$ cat config.mk
export PLATFORM = sky130hd
export DESIGN_NAME = pc_sequencer
export DESIGN_NICKNAME = d
export VERILOG_FILES = /design/src/rtl/pc_sequencer.sv
export SDC_FILE = /design/constraint.sdc
export NUM_CORES = 1
export LEC_CHECK = 0
export BUFFER_PORTS_ARGS = -buffer_cell sky130_fd_sc_hd__buf_2
export CAP_MARGIN = 20
export CORE_MARGIN = 3
export CORE_UTILIZATION = 30
export DETAILED_ROUTE_END_ITERATION = 8
export SYNTH_ARGS = -nofsm -noshare
export SYNTH_HDL_FRONTEND = slang
export SYNTH_SLANG_ARGS = --single-unit
$ cat constraint.sdc
create_clock -name clk -period 4.3 [get_ports clk]
set_clock_uncertainty 0.2 [all_clocks]
set_input_delay 1.29 -clock clk [delete_from_list [all_inputs] [get_ports clk]]
set_output_delay 1.29 -clock clk [all_outputs]
set_load 0.01 [all_outputs]
$ cat src/rtl/pc_sequencer.sv
// pc_sequencer: fetch PC unit with step/branch/call/return, interrupt entry/exit and vectored boot
module pc_sequencer #(
    parameter int AW        = 32,
    parameter int BOOT_PTR  = 0,
    parameter int INT_PTR   = 2,
    parameter int RAS_DEPTH = 4
) (
    input  logic          clk,
    input  logic          rst,
    input  logic          pc_en,
    input  logic          ilen,
    input  logic          br_taken,
    input  logic [AW-1:0] br_target,
    input  logic          call,
    input  logic [AW-1:0] call_target,
    input  logic          ret,
    input  logic          rti,
    input  logic          irq,
    output logic          vec_req,
    output logic [AW-1:0] vec_addr,
    input  logic [AW-1:0] vec_rdata,
    input  logic          vec_valid,
    output logic [AW-1:0] pc,
    output logic          pc_valid,
    output logic [AW-1:0] epc,
    output logic          in_isr,
    output logic          ras_ovf,
    output logic          ras_unf
);
    localparam int CW = $clog2(RAS_DEPTH + 1);
    localparam int IW = RAS_DEPTH > 1 ? $clog2(RAS_DEPTH) : 1;

    typedef enum logic [1:0] {S_RESET, S_BOOT, S_RUN, S_INT} state_t;

    state_t        state, state_nxt;
    logic [AW-1:0] ras [RAS_DEPTH];
    logic [CW-1:0] cnt;
    logic [IW-1:0] wr_i, top_i;
    logic [AW-1:0] pc_step;
    logic          irq_q, irq_pend, irq_edge;
    logic          run, full, empty, accept;
    logic          do_rti, do_br, do_call, do_ret, take;

    assign pc_step  = pc + {{(AW-2){1'b0}}, ilen, ~ilen};
    assign full     = cnt == CW'(RAS_DEPTH);
    assign empty    = cnt == '0;
    assign wr_i     = IW'(cnt);
    assign top_i    = IW'(cnt - 1'b1);
    assign vec_req  = state == S_BOOT || state == S_INT;
    assign vec_addr = state == S_INT ? AW'(INT_PTR) : state == S_BOOT ? AW'(BOOT_PTR) : '0;
    assign pc_valid = state == S_RUN;
    assign irq_edge = irq && !irq_q && state != S_RESET;

    // State register
    always_ff @(posedge clk or negedge rst) begin
        if (!rst) state <= S_RESET;
        else      state <= state_nxt;
    end

    // Redirect priority decode and next state
    always_comb begin
        run       = state == S_RUN && pc_en;
        accept    = vec_req && vec_valid;
        do_rti    = run && rti;
        do_br     = run && !rti && br_taken;
        do_call   = run && !rti && !br_taken && call;
        do_ret    = run && !rti && !br_taken && !call && ret;
        take      = run && !(rti || br_taken || call || ret) && irq_pend && !in_isr;
        state_nxt = state == S_RESET ? S_BOOT : accept ? S_RUN : take ? S_INT : state;
    end

    // PC, EPC, RAS pointer, interrupt tracking and sticky stack flags
    always_ff @(posedge clk or negedge rst) begin
        if (!rst) begin
            pc       <= '0;
            epc      <= '0;
            in_isr   <= 1'b0;
            cnt      <= '0;
            ras_ovf  <= 1'b0;
            ras_unf  <= 1'b0;
            irq_q    <= 1'b0;
            irq_pend <= 1'b0;
        end else begin
            irq_q <= irq;
            if (irq_edge) irq_pend <= 1'b1;
            else if (state == S_INT && vec_valid) irq_pend <= 1'b0;
            if (accept) pc <= vec_rdata;
            else if (do_rti) begin
                pc     <= epc;
                in_isr <= 1'b0;
            end else if (do_br) pc <= br_target;
            else if (do_call) begin
                pc <= call_target;
                if (full) ras_ovf <= 1'b1;
                else      cnt     <= cnt + 1'b1;
            end else if (do_ret) begin
                if (empty) begin
                    pc      <= pc_step;
                    ras_unf <= 1'b1;
                end else begin
                    pc  <= ras[top_i];
                    cnt <= cnt - 1'b1;
                end
            end else if (take) begin
                epc    <= pc_step;
                in_isr <= 1'b1;
            end else if (run) pc <= pc_step;
        end
    end

    // Return-address storage; entries beyond the count are don't-care
    always_ff @(posedge clk) begin
        if (do_call && !full) ras[wr_i] <= pc_step;
    end
endmodule

Yosys cells after proc, flatten, opt, wreduce, memory -nomap -nowiden
Memory sizes are Yosys's and may differ from the RTL's.
Cells that the tools add are included.
Widths: inputs -> output; s select.
Storage, ports and cells
  flip-flop bits (word level): 74
  bits in writable memories: 128
  input bits: 106
  output and inout port bits: 101
  word-level logic and storage cells: 95
  memories: 1
Operators by class
  add/sub/neg operators: 3
  equality and inequality tests: 10
  muxes and demuxes: 25
  bitwise operators: 6
  reductions and logical operators: 41
Memory list
  ras: depth 4, bits a word 32, read ports 1, clocked after memory_dff 0, write ports 1, RTL line 36  | logic [AW-1:0] ras [RAS_DEPTH];
Operator list (number)
  $mux 32: 8
  $add 32x2->32: 1
  $reduce_and 6->1: 3
  $logic_and 1x1->1: 16
  $mux 3: 4
  $reduce_and 5->1: 2
  $mux 1: 9
  $mux 2: 4
  $ne 2x2->1 const B: 4
  $reduce_bool 2->1: 4
  $logic_not 1->1: 7
  $ne 6x6->1 const B: 1
  $not 1->1: 6
  $reduce_bool 6->1: 1
  $eq 2x2->1 const B: 2
  $logic_or 1x1->1: 4
  $add 3x1->3 const B: 1
  $eq 3x3->1 const B: 1
  $logic_not 3->1: 1
  $reduce_bool 3->1: 1
  $sub 3x1->3 const B: 1
  $eq 2x1->1 const B: 1
  $logic_not 2->1: 1
  $ne 2x1->1 const B: 1
  $reduce_and 2->1: 1

Longest topological paths before layout
  depth in word-level cells: 13
  gate-level depth with buffers: 12
  depth with buffers taken out: 10

Least setup slack after synthesis
No wires, ideal clock.
  path type: input-to-reg
  start: input pc_en
  end: register cnt[2]
  library setup time: 125 ps
  arrival: 3355 ps
  required time: 3975 ps
  path slack: 620 ps
  stages: 6
  path buffers: 0
  cells stage by stage: nor4bb_1 nand3_1 nor2_1 and2_1 a22oi_1 o31a_1
On the way
  word-level cells in the longest chain between the ends: 7
  elaborated cells between the ends (all ways): 15
  classes of those cells: eq/ne (2); mux (1); bitwise (2); reduce/logical (10)
RTL lines
  start, declared: RTL line 10  | input logic pc_en,
  $logic_and 1x1->1 (*): RTL line 62  | run = state == S_RUN && pc_en;
  $logic_and 1x1->1: RTL line 65, 66, 67
  $logic_and 1x1->1: RTL line 66, 67
  $logic_and 1x1->1 (2 in series): RTL line 67  | do_ret = run && !rti && !br_taken && !call && ret;
  $reduce_bool 2->1 (no source line)
  $reduce_and 6->1 (no source line)
  end signal, assigned: RTL line 95  | else cnt <= cnt + 1'b1;
  end signal, assigned: RTL line 102  | cnt <= cnt - 1'b1;
  end, declared: RTL line 37  | logic [CW-1:0] cnt;
Mark *: on every way between the ends. The rest lies on a longest branch, timed or not.
A chain may end at the register's enable or synchronous reset.

Worst setup path after layout
  start: input ilen
  end: register pc[16]
On the way
  word-level cells in the longest chain between the ends: 9
  elaborated cells between the ends (all ways): 10
  classes of those cells: add/sub (1); mux (8); bitwise (1)
RTL lines
  start, declared: RTL line 11  | input logic ilen,
  $not 1->1: RTL line 44  | assign pc_step = pc + {{(AW-2){1'b0}}, ilen, ~ilen};
  $add 32x2->32 (*): RTL line 44
  via pc_step[16]: RTL line 39  | logic [AW-1:0] pc_step;
  $mux 32: RTL line 107  | end else if (run) pc <= pc_step;
  $mux 32: RTL line 104  | end else if (take) begin
  $mux 32 (*): RTL line 96  | end else if (do_ret) begin
  $mux 32 (*): RTL line 92  | else if (do_call) begin
  $mux 32 (*): RTL line 91  | end else if (do_br) pc <= br_target;
  $mux 32 (*): RTL line 88  | else if (do_rti) begin
  $mux 32 (*): RTL line 87  | if (accept) pc <= vec_rdata;
  end signal, assigned: RTL line 87
  end signal, assigned: RTL line 89  | pc <= epc;
  end signal, assigned: RTL line 91
  end, declared: RTL line 23  | output logic [AW-1:0] pc,
The timed path passes the listed nets; every way through them passes the cells marked *. The select of a mux whose other input is x is not followed.

==> results_dict.tcl <==
set metrics [dict create \
    status "finished clean" \
    critPathSlowestCell "fa_1" \
    power_mw 8.11 \
    yosysWarningCount 0 \
    fill_cells 3251 \
    first_iter_violations 603 \
    cts_tree "yes" \
    stdcell_count 1485 \
    synth_top_area_share 0.380 \
    syn_area_mm2 0.0101 \
    core_area_mm2 0.0329 \
    wl_per_cell_um 22.4 \
    yosys_most_used_dff "edfxtp_1" \
    cts-root-to-sink-buffers 3 \
    dp_slack_ns 0.255 \
    ys_ff_latch 202 \
    post_cts_buffers 0 \
    relSlewSlack 0.457 \
    setup_ws_ns 0.698 \
    clockRootBuffer "clkbuf_16" \
    fin_util 0.373 \
    synthCells 847 \
    n_antenna_cell 0 \
    synth.distinct_cells 73 \
    die_area_mm2 0.0360 \
    grt_overflow 0 \
    grt_pass1_wl_um 49200 \
    worst_setup_path_end_kind "flop" \
    grt_util_all_layers 0.180 \
    fin_crit_ns 3.60 \
    crit_path_max_incr_delay_ns 0.49 \
    avgSynthCellArea_um2 11.9 \
    synth.most_common_cell "edfxtp_1" \
    leakagePower_nw 4.87 \
    nets 1140 \
    first_pass_iters 5 \
    via_per_inst 5.25 \
    power.density_mw_per_mm2 661 \
    ys_top_cells_by_area "edfxtp_1, dfrtp_1, mux4_2, nand2_1, o21ai_0" \
    critPathMaxFanout 6 \
    fin_setup_tns_ns 0 \
    pin_count 207 \
    grt_pass1_vias 7755 \
    start_util 0.308 \
    critPathLaunchType "primary input" \
    grt_antenna_before_repair 0 \
    postCtsResizedCells 0 \
    cts.htree.levels 1 \
    min_period_over_period 0.838 \
    fp.dieW_um 190 \
    gp_congestion 0.829 \
    area_growth_pct 21.2 \
    cts_buffers 24 \
    dieHeight_um 190 \
    synth-async-reset-ratio 0.366 \
    rsz0062_at_grt "no" \
    hold_viol 0 \
    setup_viol 0 \
    clkTransAtPathRegs_ns 0.06 \
    cts_hold_buffers 0 \
    ant_nets 0 \
    hpwlAfterDp_um 23300 \
    cp.arrival_ns 3.83 \
    synth-edff-count 128 \
    grt_max_degree 41 \
    worst_pin_slew_ns 0.814 \
    yosys-top-cells-count "edfxtp_1, nand2_1, dfrtp_1" \
    io_buffers 175 \
    maxSlewViolCount 0 \
    drc 0 \
    required_ns 4.53 \
    ys_seq_area_frac 0.563 \
    timing.fmax_ghz 0.278 \
    worst_path_dominant_cell_family "simple AND/OR/NAND/NOR gates" \
    rows 66 \
    worstPathBufferInverterCount 3 \
    maxCapViolCount 0 \
    vias 7803 \
    ir_worst_vdd_uv 367 \
    clock_sink_count 202 \
    yosys.area.top_type "edfxtp_1" \
    hold_class "flop to flop" \
    path_class "primary input to flop" \
    dp.cells 1441 \
    clkLatencyLatePin_ns 0.51 \
    drive_gt1_frac 0.287 \
    worstPathCellList "buf_2 -> inv_1 -> ha_1 -> inv_1 -> fa_1 -> nor2b_1 -> nand2_1 -> nor3_1 -> xor2_1 -> nand2_1 -> a31oi_1" \
    wirelength_um 33300 \
]
report_power, final:
| part | switching [mW] | internal, mW | leakage, nW |
|---|---|---|---|
| registers | 0.508 | 2.62 | 2.07 |
| logic | 1.77 | 1.25 | 2.42 |
| clock network | 0.776 | 1.20 | 0.374 |
layout make-up:
type / count / area, µm² / share of cell area
clock inverter: 5 / 51.3 / 0.00418
sequential: 202 / 5700 / 0.464
clock buffer: 39 / 718 / 0.0585
inverter: 23 / 86.3 / 0.00704
timing repair buffer: 209 / 1170 / 0.0955
tap: 442 / 553 / 0.0451
multi-input combinational: 565 / 3990 / 0.325
flip-flops by register name, summed over array words and instances, names as in the netlist:
name and flops:
ras 128, epc 32, pc 32, cnt 3
state 2, in_isr 1, irq_pend 1, irq_q 1
ras_ovf 1, ras_unf 1
path summary, 6_finish.rpt:
| check | from | to | slack, ns | depth (start not counted) |
|---|---|---|---|---|
| setup / recovery | ilen | pc[16] | 0.70 | 11 |
| hold / removal | ras_ovf | ras_ovf | 0.26 | 1 |
| setup reg to reg | pc[7] | epc[25] | 1.30 | 6 |
| hold reg to reg | ras_ovf | ras_ovf | 0.26 | 1 |
| max in group asynchronous | rst | state[0] | 2.53 | 2 |
| min in group asynchronous | rst | pc[23] | 0.60 | 1 |
cell usage in the layout (no fill, tap or decap), types with 25 or more instances in the layout:
cell,instances
a21oi_1,28
buf_2,174
buf_4,32
clkbuf_16,25
conb_1,31
dfrtp_1,73
edfxtp_1,128
mux4_2,32
nand2_1,115
nand3_1,25
nor2_1,38
o21ai_0,49
routing by layer:
metal,GRT usage,part of all wire,vias up,wire length (µm)
li1,-,-,3518,-
met1,0.250,0.43,3871,14300
met2,0.291,0.47,356,15600
met3,0.0300,0.074,58,2480
met4,0.0540,0.029,0,957
met5,0,0,-,0
through the flow:
step                hold slack, ns  cell area [µm²]
finish                       0.263            12300
global route                 0.294            12300
detailed placement           0.256            11500
global placement             0.247            11500
floorplan                    0.293            10200
CTS                          0.268            12300
cell families after synthesis:
group / synth area share
AND/OR/NAND/NOR: 0.130
flip-flops: 0.563
AO/OA/AOI/OAI: 0.131
buffers and inverters: 0.0556
multiplexers: 0.0799
XOR/XNOR: 0.0282
adder cells (fa/ha/maj): 0.0119
other: 0.000371
Note: power is estimated with default switching activity, not from simulation.
